## src/rtl/cpu_trap_ctrl_if.sv

```systemverilog
// Commit-side and fetch-side signals of the trap controller.
// master = pipeline/CSR/fetch side, slave = cpu_trap_ctrl.
interface cpu_trap_ctrl_if;
  logic        inst_valid;
  logic [31:0] inst_pc;
  logic        exc_req;
  logic [4:0]  exc_code;
  logic [31:0] exc_val;
  logic        sret_req;
  logic        has_intr;
  logic [4:0]  intr_index;
  logic [31:0] handler_addr;
  logic [31:0] continue_addr;
  logic        redirect_ready;
  logic        exception;
  logic        exc_leave;
  logic [31:0] exc_cause;
  logic [31:0] exc_pc;
  logic [31:0] exc_value;
  logic        flush;
  logic        stall;
  logic        redirect_valid;
  logic [31:0] redirect_pc;
  logic [15:0] trap_cnt;

  modport master (
    output inst_valid, inst_pc, exc_req, exc_code, exc_val, sret_req, has_intr,
           intr_index, handler_addr, continue_addr, redirect_ready,
    input  exception, exc_leave, exc_cause, exc_pc, exc_value, flush, stall,
           redirect_valid, redirect_pc, trap_cnt
  );

  modport slave (
    input  inst_valid, inst_pc, exc_req, exc_code, exc_val, sret_req, has_intr,
           intr_index, handler_addr, continue_addr, redirect_ready,
    output exception, exc_leave, exc_cause, exc_pc, exc_value, flush, stall,
           redirect_valid, redirect_pc, trap_cnt
  );
endinterface

```

## src/rtl/cpu_trap_ctrl.sv

```systemverilog
// Trap entry/return sequencer: latches cause/epc/tval, pulses CSR strobes, flushes and redirects fetch.
// Optional vectored interrupt targets: define CPU_TRAP_VECTORED_EN.
module cpu_trap_ctrl (
  input  logic           clk,
  input  logic           rst,
  cpu_trap_ctrl_if.slave bus
);
  typedef enum logic [1:0] {IDLE, ENTER, LEAVE, REDIRECT} state_e;

  state_e      state_q, state_d;
  logic [31:0] cause_q, cause_d;
  logic [31:0] epc_q, epc_d;
  logic [31:0] tval_q, tval_d;
  logic [31:0] rpc_q, rpc_d;
  logic [15:0] cnt_q, cnt_d;
  logic [31:0] base, target;
  logic        exception, exc_leave, flush, redirect_valid;

  assign base = {bus.handler_addr[31:2], 2'b00};

  // Interrupt index is taken from the latched cause, so the target is stable in ENTER.
`ifdef CPU_TRAP_VECTORED_EN
  assign target = (cause_q[31] && bus.handler_addr[1:0] == 2'b01)
                ? base + {25'b0, cause_q[4:0], 2'b00} : base;
`else
  assign target = base;
`endif

  always_ff @(posedge clk or posedge rst) begin
    if (rst) begin
      state_q <= IDLE;
      cause_q <= '0;
      epc_q   <= '0;
      tval_q  <= '0;
      rpc_q   <= '0;
      cnt_q   <= '0;
    end else begin
      state_q <= state_d;
      cause_q <= cause_d;
      epc_q   <= epc_d;
      tval_q  <= tval_d;
      rpc_q   <= rpc_d;
      cnt_q   <= cnt_d;
    end
  end

  always_comb begin
    state_d        = state_q;
    cause_d        = cause_q;
    epc_d          = epc_q;
    tval_d         = tval_q;
    rpc_d          = rpc_q;
    cnt_d          = cnt_q;
    exception      = 1'b0;
    exc_leave      = 1'b0;
    flush          = 1'b0;
    redirect_valid = 1'b0;
    unique case (state_q)
      IDLE: begin
        if (bus.inst_valid) begin
          if (bus.exc_req) begin
            cause_d = {27'b0, bus.exc_code};
            epc_d   = bus.inst_pc;
            tval_d  = bus.exc_val;
            state_d = ENTER;
          end else if (bus.has_intr) begin
            cause_d = {1'b1, 26'b0, bus.intr_index};
            epc_d   = bus.inst_pc;
            tval_d  = '0;
            state_d = ENTER;
          end else if (bus.sret_req) begin
            state_d = LEAVE;
          end
        end
      end
      ENTER: begin
        exception = 1'b1;
        flush     = 1'b1;
        rpc_d     = target;
        cnt_d     = cnt_q + 16'd1;
        state_d   = REDIRECT;
      end
      LEAVE: begin
        exc_leave = 1'b1;
        flush     = 1'b1;
        rpc_d     = bus.continue_addr;
        state_d   = REDIRECT;
      end
      REDIRECT: begin
        redirect_valid = 1'b1;
        if (bus.redirect_ready) state_d = IDLE;
      end
      default: state_d = IDLE;
    endcase
  end

  assign bus.exception      = exception;
  assign bus.exc_leave      = exc_leave;
  assign bus.flush          = flush;
  assign bus.stall          = (state_q != IDLE);
  assign bus.redirect_valid = redirect_valid;
  assign bus.redirect_pc    = rpc_q;
  assign bus.exc_cause      = cause_q;
  assign bus.exc_pc         = epc_q;
  assign bus.exc_value      = tval_q;
  assign bus.trap_cnt       = cnt_q;
endmodule
```

## src/flat_wrapper.sv

```systemverilog
// flat-port wrapper written by rule: the top's interface ports become plain ports
module cpu_trap_ctrl_flat 
  (clk, rst, bus_inst_valid, bus_inst_pc, bus_exc_req, bus_exc_code, bus_exc_val, bus_sret_req, bus_has_intr, bus_intr_index, bus_handler_addr, bus_continue_addr, bus_redirect_ready, bus_exception, bus_exc_leave, bus_exc_cause, bus_exc_pc, bus_exc_value, bus_flush, bus_stall, bus_redirect_valid, bus_redirect_pc, bus_trap_cnt);
  cpu_trap_ctrl_if bus_i ();
  input  logic clk;
  input  logic rst;
  input wire logic [$bits(bus_i.inst_valid)-1:0] bus_inst_valid;
  input wire logic [$bits(bus_i.inst_pc)-1:0] bus_inst_pc;
  input wire logic [$bits(bus_i.exc_req)-1:0] bus_exc_req;
  input wire logic [$bits(bus_i.exc_code)-1:0] bus_exc_code;
  input wire logic [$bits(bus_i.exc_val)-1:0] bus_exc_val;
  input wire logic [$bits(bus_i.sret_req)-1:0] bus_sret_req;
  input wire logic [$bits(bus_i.has_intr)-1:0] bus_has_intr;
  input wire logic [$bits(bus_i.intr_index)-1:0] bus_intr_index;
  input wire logic [$bits(bus_i.handler_addr)-1:0] bus_handler_addr;
  input wire logic [$bits(bus_i.continue_addr)-1:0] bus_continue_addr;
  input wire logic [$bits(bus_i.redirect_ready)-1:0] bus_redirect_ready;
  output wire logic [$bits(bus_i.exception)-1:0] bus_exception;
  output wire logic [$bits(bus_i.exc_leave)-1:0] bus_exc_leave;
  output wire logic [$bits(bus_i.exc_cause)-1:0] bus_exc_cause;
  output wire logic [$bits(bus_i.exc_pc)-1:0] bus_exc_pc;
  output wire logic [$bits(bus_i.exc_value)-1:0] bus_exc_value;
  output wire logic [$bits(bus_i.flush)-1:0] bus_flush;
  output wire logic [$bits(bus_i.stall)-1:0] bus_stall;
  output wire logic [$bits(bus_i.redirect_valid)-1:0] bus_redirect_valid;
  output wire logic [$bits(bus_i.redirect_pc)-1:0] bus_redirect_pc;
  output wire logic [$bits(bus_i.trap_cnt)-1:0] bus_trap_cnt;
  assign bus_i.inst_valid = bus_inst_valid;
  assign bus_i.inst_pc = bus_inst_pc;
  assign bus_i.exc_req = bus_exc_req;
  assign bus_i.exc_code = bus_exc_code;
  assign bus_i.exc_val = bus_exc_val;
  assign bus_i.sret_req = bus_sret_req;
  assign bus_i.has_intr = bus_has_intr;
  assign bus_i.intr_index = bus_intr_index;
  assign bus_i.handler_addr = bus_handler_addr;
  assign bus_i.continue_addr = bus_continue_addr;
  assign bus_i.redirect_ready = bus_redirect_ready;
  assign bus_exception = bus_i.exception;
  assign bus_exc_leave = bus_i.exc_leave;
  assign bus_exc_cause = bus_i.exc_cause;
  assign bus_exc_pc = bus_i.exc_pc;
  assign bus_exc_value = bus_i.exc_value;
  assign bus_flush = bus_i.flush;
  assign bus_stall = bus_i.stall;
  assign bus_redirect_valid = bus_i.redirect_valid;
  assign bus_redirect_pc = bus_i.redirect_pc;
  assign bus_trap_cnt = bus_i.trap_cnt;
  cpu_trap_ctrl u_core (.clk(clk), .rst(rst), .bus(bus_i));
endmodule
```

## config.mk

```make
export PLATFORM = sky130hd
export DESIGN_NAME = cpu_trap_ctrl_flat
export DESIGN_NICKNAME = d
export VERILOG_FILES = /design/src/rtl/cpu_trap_ctrl_if.sv /design/src/rtl/cpu_trap_ctrl.sv /design/src/flat_wrapper.sv
export SDC_FILE = /design/constraint.sdc
export NUM_CORES = 1
export LEC_CHECK = 0
export BUFFER_PORTS_ARGS = -buffer_cell sky130_fd_sc_hd__buf_2
export CAP_MARGIN = 15
export CORE_ASPECT_RATIO = 0.8
export CORE_MARGIN = 4
export CORE_UTILIZATION = 49
export CTS_BUF_LIST = sky130_fd_sc_hd__clkbuf_4
export DETAILED_ROUTE_END_ITERATION = 8
export HOLD_SLACK_MARGIN = 0.06
export PLACE_DENSITY_LB_ADDON = 0.1
export SYNTH_ARGS = -nofsm -noshare
export SYNTH_HDL_FRONTEND = slang
export SYNTH_SLANG_ARGS = --single-unit
```

## constraint.sdc

```tcl
create_clock -name clk -period 11.4 [get_ports clk]
set_clock_uncertainty 0.1 [all_clocks]
set_input_delay 2.28 -clock clk [delete_from_list [all_inputs] [get_ports clk]]
set_output_delay 2.28 -clock clk [all_outputs]
set_load 0.03 [all_outputs]
```

======== After elaboration in Yosys (flattened, before gate mapping) ========
Cells that the tools add are included.
cells by class
  add/sub/neg operators ................... 1
  equal/unequal tests ..................... 6
  muxes and demuxes ....................... 17
  reductions and logical operators ........ 7
operators with widths
  operator                                       count
  two-way mux 32 bit                             6
  case mux 32 bit (2 select lines)               1
  adder 16 x 1 -> 16 bit, second input constant  1
  two-way mux 2 bit                              5
  case mux 2 bit (3 select lines)                1
  AND reduction 3 bit                            2
  nonzero test 2 bit                             3
  == test 2 bit, second input constant           2
  two-way mux 1 bit                              4
  inequality test 2 bit, second input constant   2
  inequality test 4 bit, second input constant   1
  == test 2 x 1 -> 1 bit, second input constant  1
  zero test 2 bit                                1
  OR reduction 2 bit                             1
word-level totals
  register bits ........................... 146
  output and inout bits ................... 149
  logic and storage cells ................. 37

======== Logic depth before layout (Yosys ltp) ========
  depth after elaboration ................. 5
  gate-level depth with buffers ........... 7
  gate-level depth less buffers ........... 5

======== Least setup slack after synthesis ========
Ideal clock, no wire load.
  kind .................................... input to register
  from .................................... in bus_has_intr
  to ...................................... reg u_core.epc_q[0], in the netlist u_core.bus.exc_pc[0]
  library setup time ...................... 125 ps
  arrival ................................. 3119 ps
  setup slack ............................. 8056 ps
  stages .................................. 3
  path through ............................ o211ai_2 > buf_2 > mux2_2
on the way
  word-level cells in the longest chain between the ends .. 2
ends and longest elaborated chain
  what                                  line                 source
  start: declaration                    flat_wrapper.sv:13   input wire logic [$bits(bus_i.has_intr)-1:0] bus_has_intr;
  nonzero test 2 bit (no source line)   n/a
  AND reduction 3 bit (no source line)  n/a
  end signal: assignment                cpu_trap_ctrl.sv:40  epc_q <= epc_d;
  end: declaration                      cpu_trap_ctrl.sv:12  logic [31:0] epc_q, epc_d;
No other way between the ends.
A chain may end at the register's enable or synchronous reset.

======== Worst setup path in the final report ========
  from .................................... reg u_core.state_q[1]
  to ...................................... out bus_flush
on the way
  word-level cells in the longest chain between the ends .. 3
ends and longest elaborated chain
  what                                                     line                 source
  start: declaration                                       cpu_trap_ctrl.sv:10  state_e state_q, state_d;
  start signal: assignment                                 cpu_trap_ctrl.sv:38  state_q <= state_d;
  == test 2 x 1 -> 1 bit or == test 2 bit (tied branches)  cpu_trap_ctrl.sv:58  unique case (state_q)
  OR reduction 2 bit (no source line) (*)                  n/a
  two-way mux 1 bit (*)                                    cpu_trap_ctrl.sv:58
  end: declaration                                         flat_wrapper.sv:23   output wire logic [$bits(bus_i.flush)-1:0] bus_flush;
Mark *: on every way between the ends. The rest lies on a longest branch, timed or not.

==> metrics.yaml <==
outcome: "finished clean"
drc: 0
grt_pass1_vias: 4268
tightest_slew_ps: 1055
rsz0062_at_grt: "false"
hold_viol: 0
critPathMaxFanout: 66
pin_count: 294
routed_wirelength_mm: 13.08
worstSetupEndpointType: "output port"
hpwl_mm: 9.948
areaGrowthSynthToFinish_pct: 30.19
dr.first_iter.drc_count: 213
min_path_type: "register to register"
peakVddDrop_uv: 196.3
grt_start_max_net_pins: 109
ant_nets: 0
fp-row-count: 33
grtUsageTotal_pct: 21.19
dieArea_sq_mm: 0.01245
cts_buffer_depth: 2
avgSynthCellArea_sq_um: 10.96
period_share_pct: 41.88
cts_resized: 0
setup_tns_ps: 0
relSlewSlack_pct: 29.65
ys_warn_count: 0
antenna_cells: 0
path_class: "register to output port"
cts_tree: "yes"
crit_required_ps: 9020
dpl-instance-area_sq_mm: 0.006549
firstDrtPassIters: 4
vias: 4228
htree_levels: 4
die_y_microns: 100.6
grt_pass1_wl_mm: 20.55
syn_area_sq_mm: 0.005251
p_per_area_mw_per_mm2: 297.0
synth.largest_area_cell: "dfrtp_1"
die_width_microns: 123.7
overflow: 0
startpoint_type: "register"
place.gp.congestion: 0.7935
clock_latency_ps: 500
final_cell_mix: "buf_2, dfrtp_1, nand2_1"
crit_arrival_ps: 2390
cts_buffers: 17
place_ws_ps: 6973
hold_buffers: 0
finalMaxSlewViolations: 0
wl_per_cell_microns: 14.70
yosysUniqueCellTypes: 27
port-buffer-count: 265
p_leak_nw: 3.600
fin_area_sq_mm: 0.006837
ys_seq_elements: 120
fmax_ghz: 0.2095
ys_seq_area_share_pct: 57.18
setup_viol: 0
layout_min_cycle_time_ps: 4774
fin_ws_ps: 6626
synthCells: 479
core_sq_mm: 0.01036
vias_per_cell: 4.751
mostFrequentLayoutCell: "buf_2"
drive_gt1_share_pct: 44.67
post-cts-setup-buffers: 0
initial_utilization_pct: 50.67
nets: 887
synthTopCellsByArea: "dfrtp_1, mux2_2, mux2i_1"
path_clk_slew_ps: 100
maxCapViolations: 0
synth_top_area_share_pct: 57.18
clockRootBuffer: "clkbuf_4"
cts.sinks: 120
antenna_found_initial: 0
[cells in the mapped netlist]
library cell,count
dfrtp_1,120
nand2_1,73
o21ai_0,39
mux2i_1,35
mux2_2,33
nor2_1,33
a21oi_1,32
buf_4,32
clkbuf_1,13
inv_1,10
buf_2,8
xor2_1,8
nand3_1,7
xnor2_1,7
nand4_1,6
ha_1,5
nor3_1,4
nor4_1,4
o32a_1,2
a221oi_1,1
and4_2,1
conb_1,1
nand4_4,1
nor2b_1,1
nor3b_1,1
o211ai_2,1
o21ai_1,1
[power by group]
part / internal (mW) / leakage, nW / switching [mW]
clock: 0.159 / 0.163 / 0.148
combinational: 0.322 / 1.96 / 0.699
sequential: 0.604 / 1.47 / 0.0998
[critical path, stage by stage (launching register included)]
cell and delay (ps):
dfrtp_1 420, inv_1 80, ha_2 1040, buf_2 350
[sequential cells by signal (all words and copies together) (netlist names)]
signal                  count
u_core.bus.exc_cause        6
u_core.bus.exc_value       32
u_core.bus.redirect_pc     32
u_core.bus.trap_cnt        16
u_core.state_q              2
u_core.bus.exc_pc          32
[metal layers]
metal	up-vias	global-route usage (%)	wire length, microns
li1	2085	-	-
met4	0	5.872	124
met5	-	0	0
met3	8	9.371	1215
met1	1978	23.93	4902
met2	157	36.44	6837
[final cells by class]
| cell class | instances | area, sq um |
|---|---|---|
| Sequential cell | 120 | 3003 |
| Inverter | 10 | 40.04 |
| Fill cell | 872 | 3527 |
| Multi-Input combinational cell | 321 | 1989 |
| Timing Repair Buffer | 267 | 1341 |
| Clock inverter | 11 | 130.1 |
| Tap cell | 140 | 175.2 |
| Clock buffer | 21 | 157.7 |
[logic make-up after synthesis]
kind of cell	share of synthesized area [%]
other	0.07141
AND/OR/NAND/NOR	10.67
adder cells (fa/ha/maj)	1.191
multiplexers	13.75
buffers and inverters	6.981
flip-flops	57.18
AO/OA/AOI/OAI	7.648
XOR/XNOR	2.502
[worst paths after layout]
check / endpoint / from / depth (start not counted) / slack, ps
setup / recovery: bus_flush / u_core.state_q[1] / 3 / 6630
hold / removal: u_core.bus.trap_cnt[15] / u_core.bus.trap_cnt[15] / 1 / 370
setup reg to reg: u_core.bus.exc_pc[1] / u_core.state_q[1] / 5 / 9090
hold reg to reg: u_core.bus.trap_cnt[15] / u_core.bus.trap_cnt[15] / 1 / 370
max in group asynchronous: u_core.bus.trap_cnt[8] / rst / 3 / 8130
min in group asynchronous: u_core.bus.redirect_pc[3] / rst / 2 / 1730
[per-stage QoR]
step / total power, mW / std cells / utilization (%) / hold WS, ps
after detailed placement: 1.744 / 858 / 63.19 / 360.9
final: 2.031 / 890 / 65.97 / 374.1
after CTS: 2.054 / 890 / 65.97 / 378.2
after global routing: 2.166 / 890 / 65.97 / 389.3
after floorplan: 1.454 / 504 / - / 423.1
after global placement: 1.714 / 858 / 63.19 / 351.7
No activity file was read; power rests on OpenSTA's default activity.
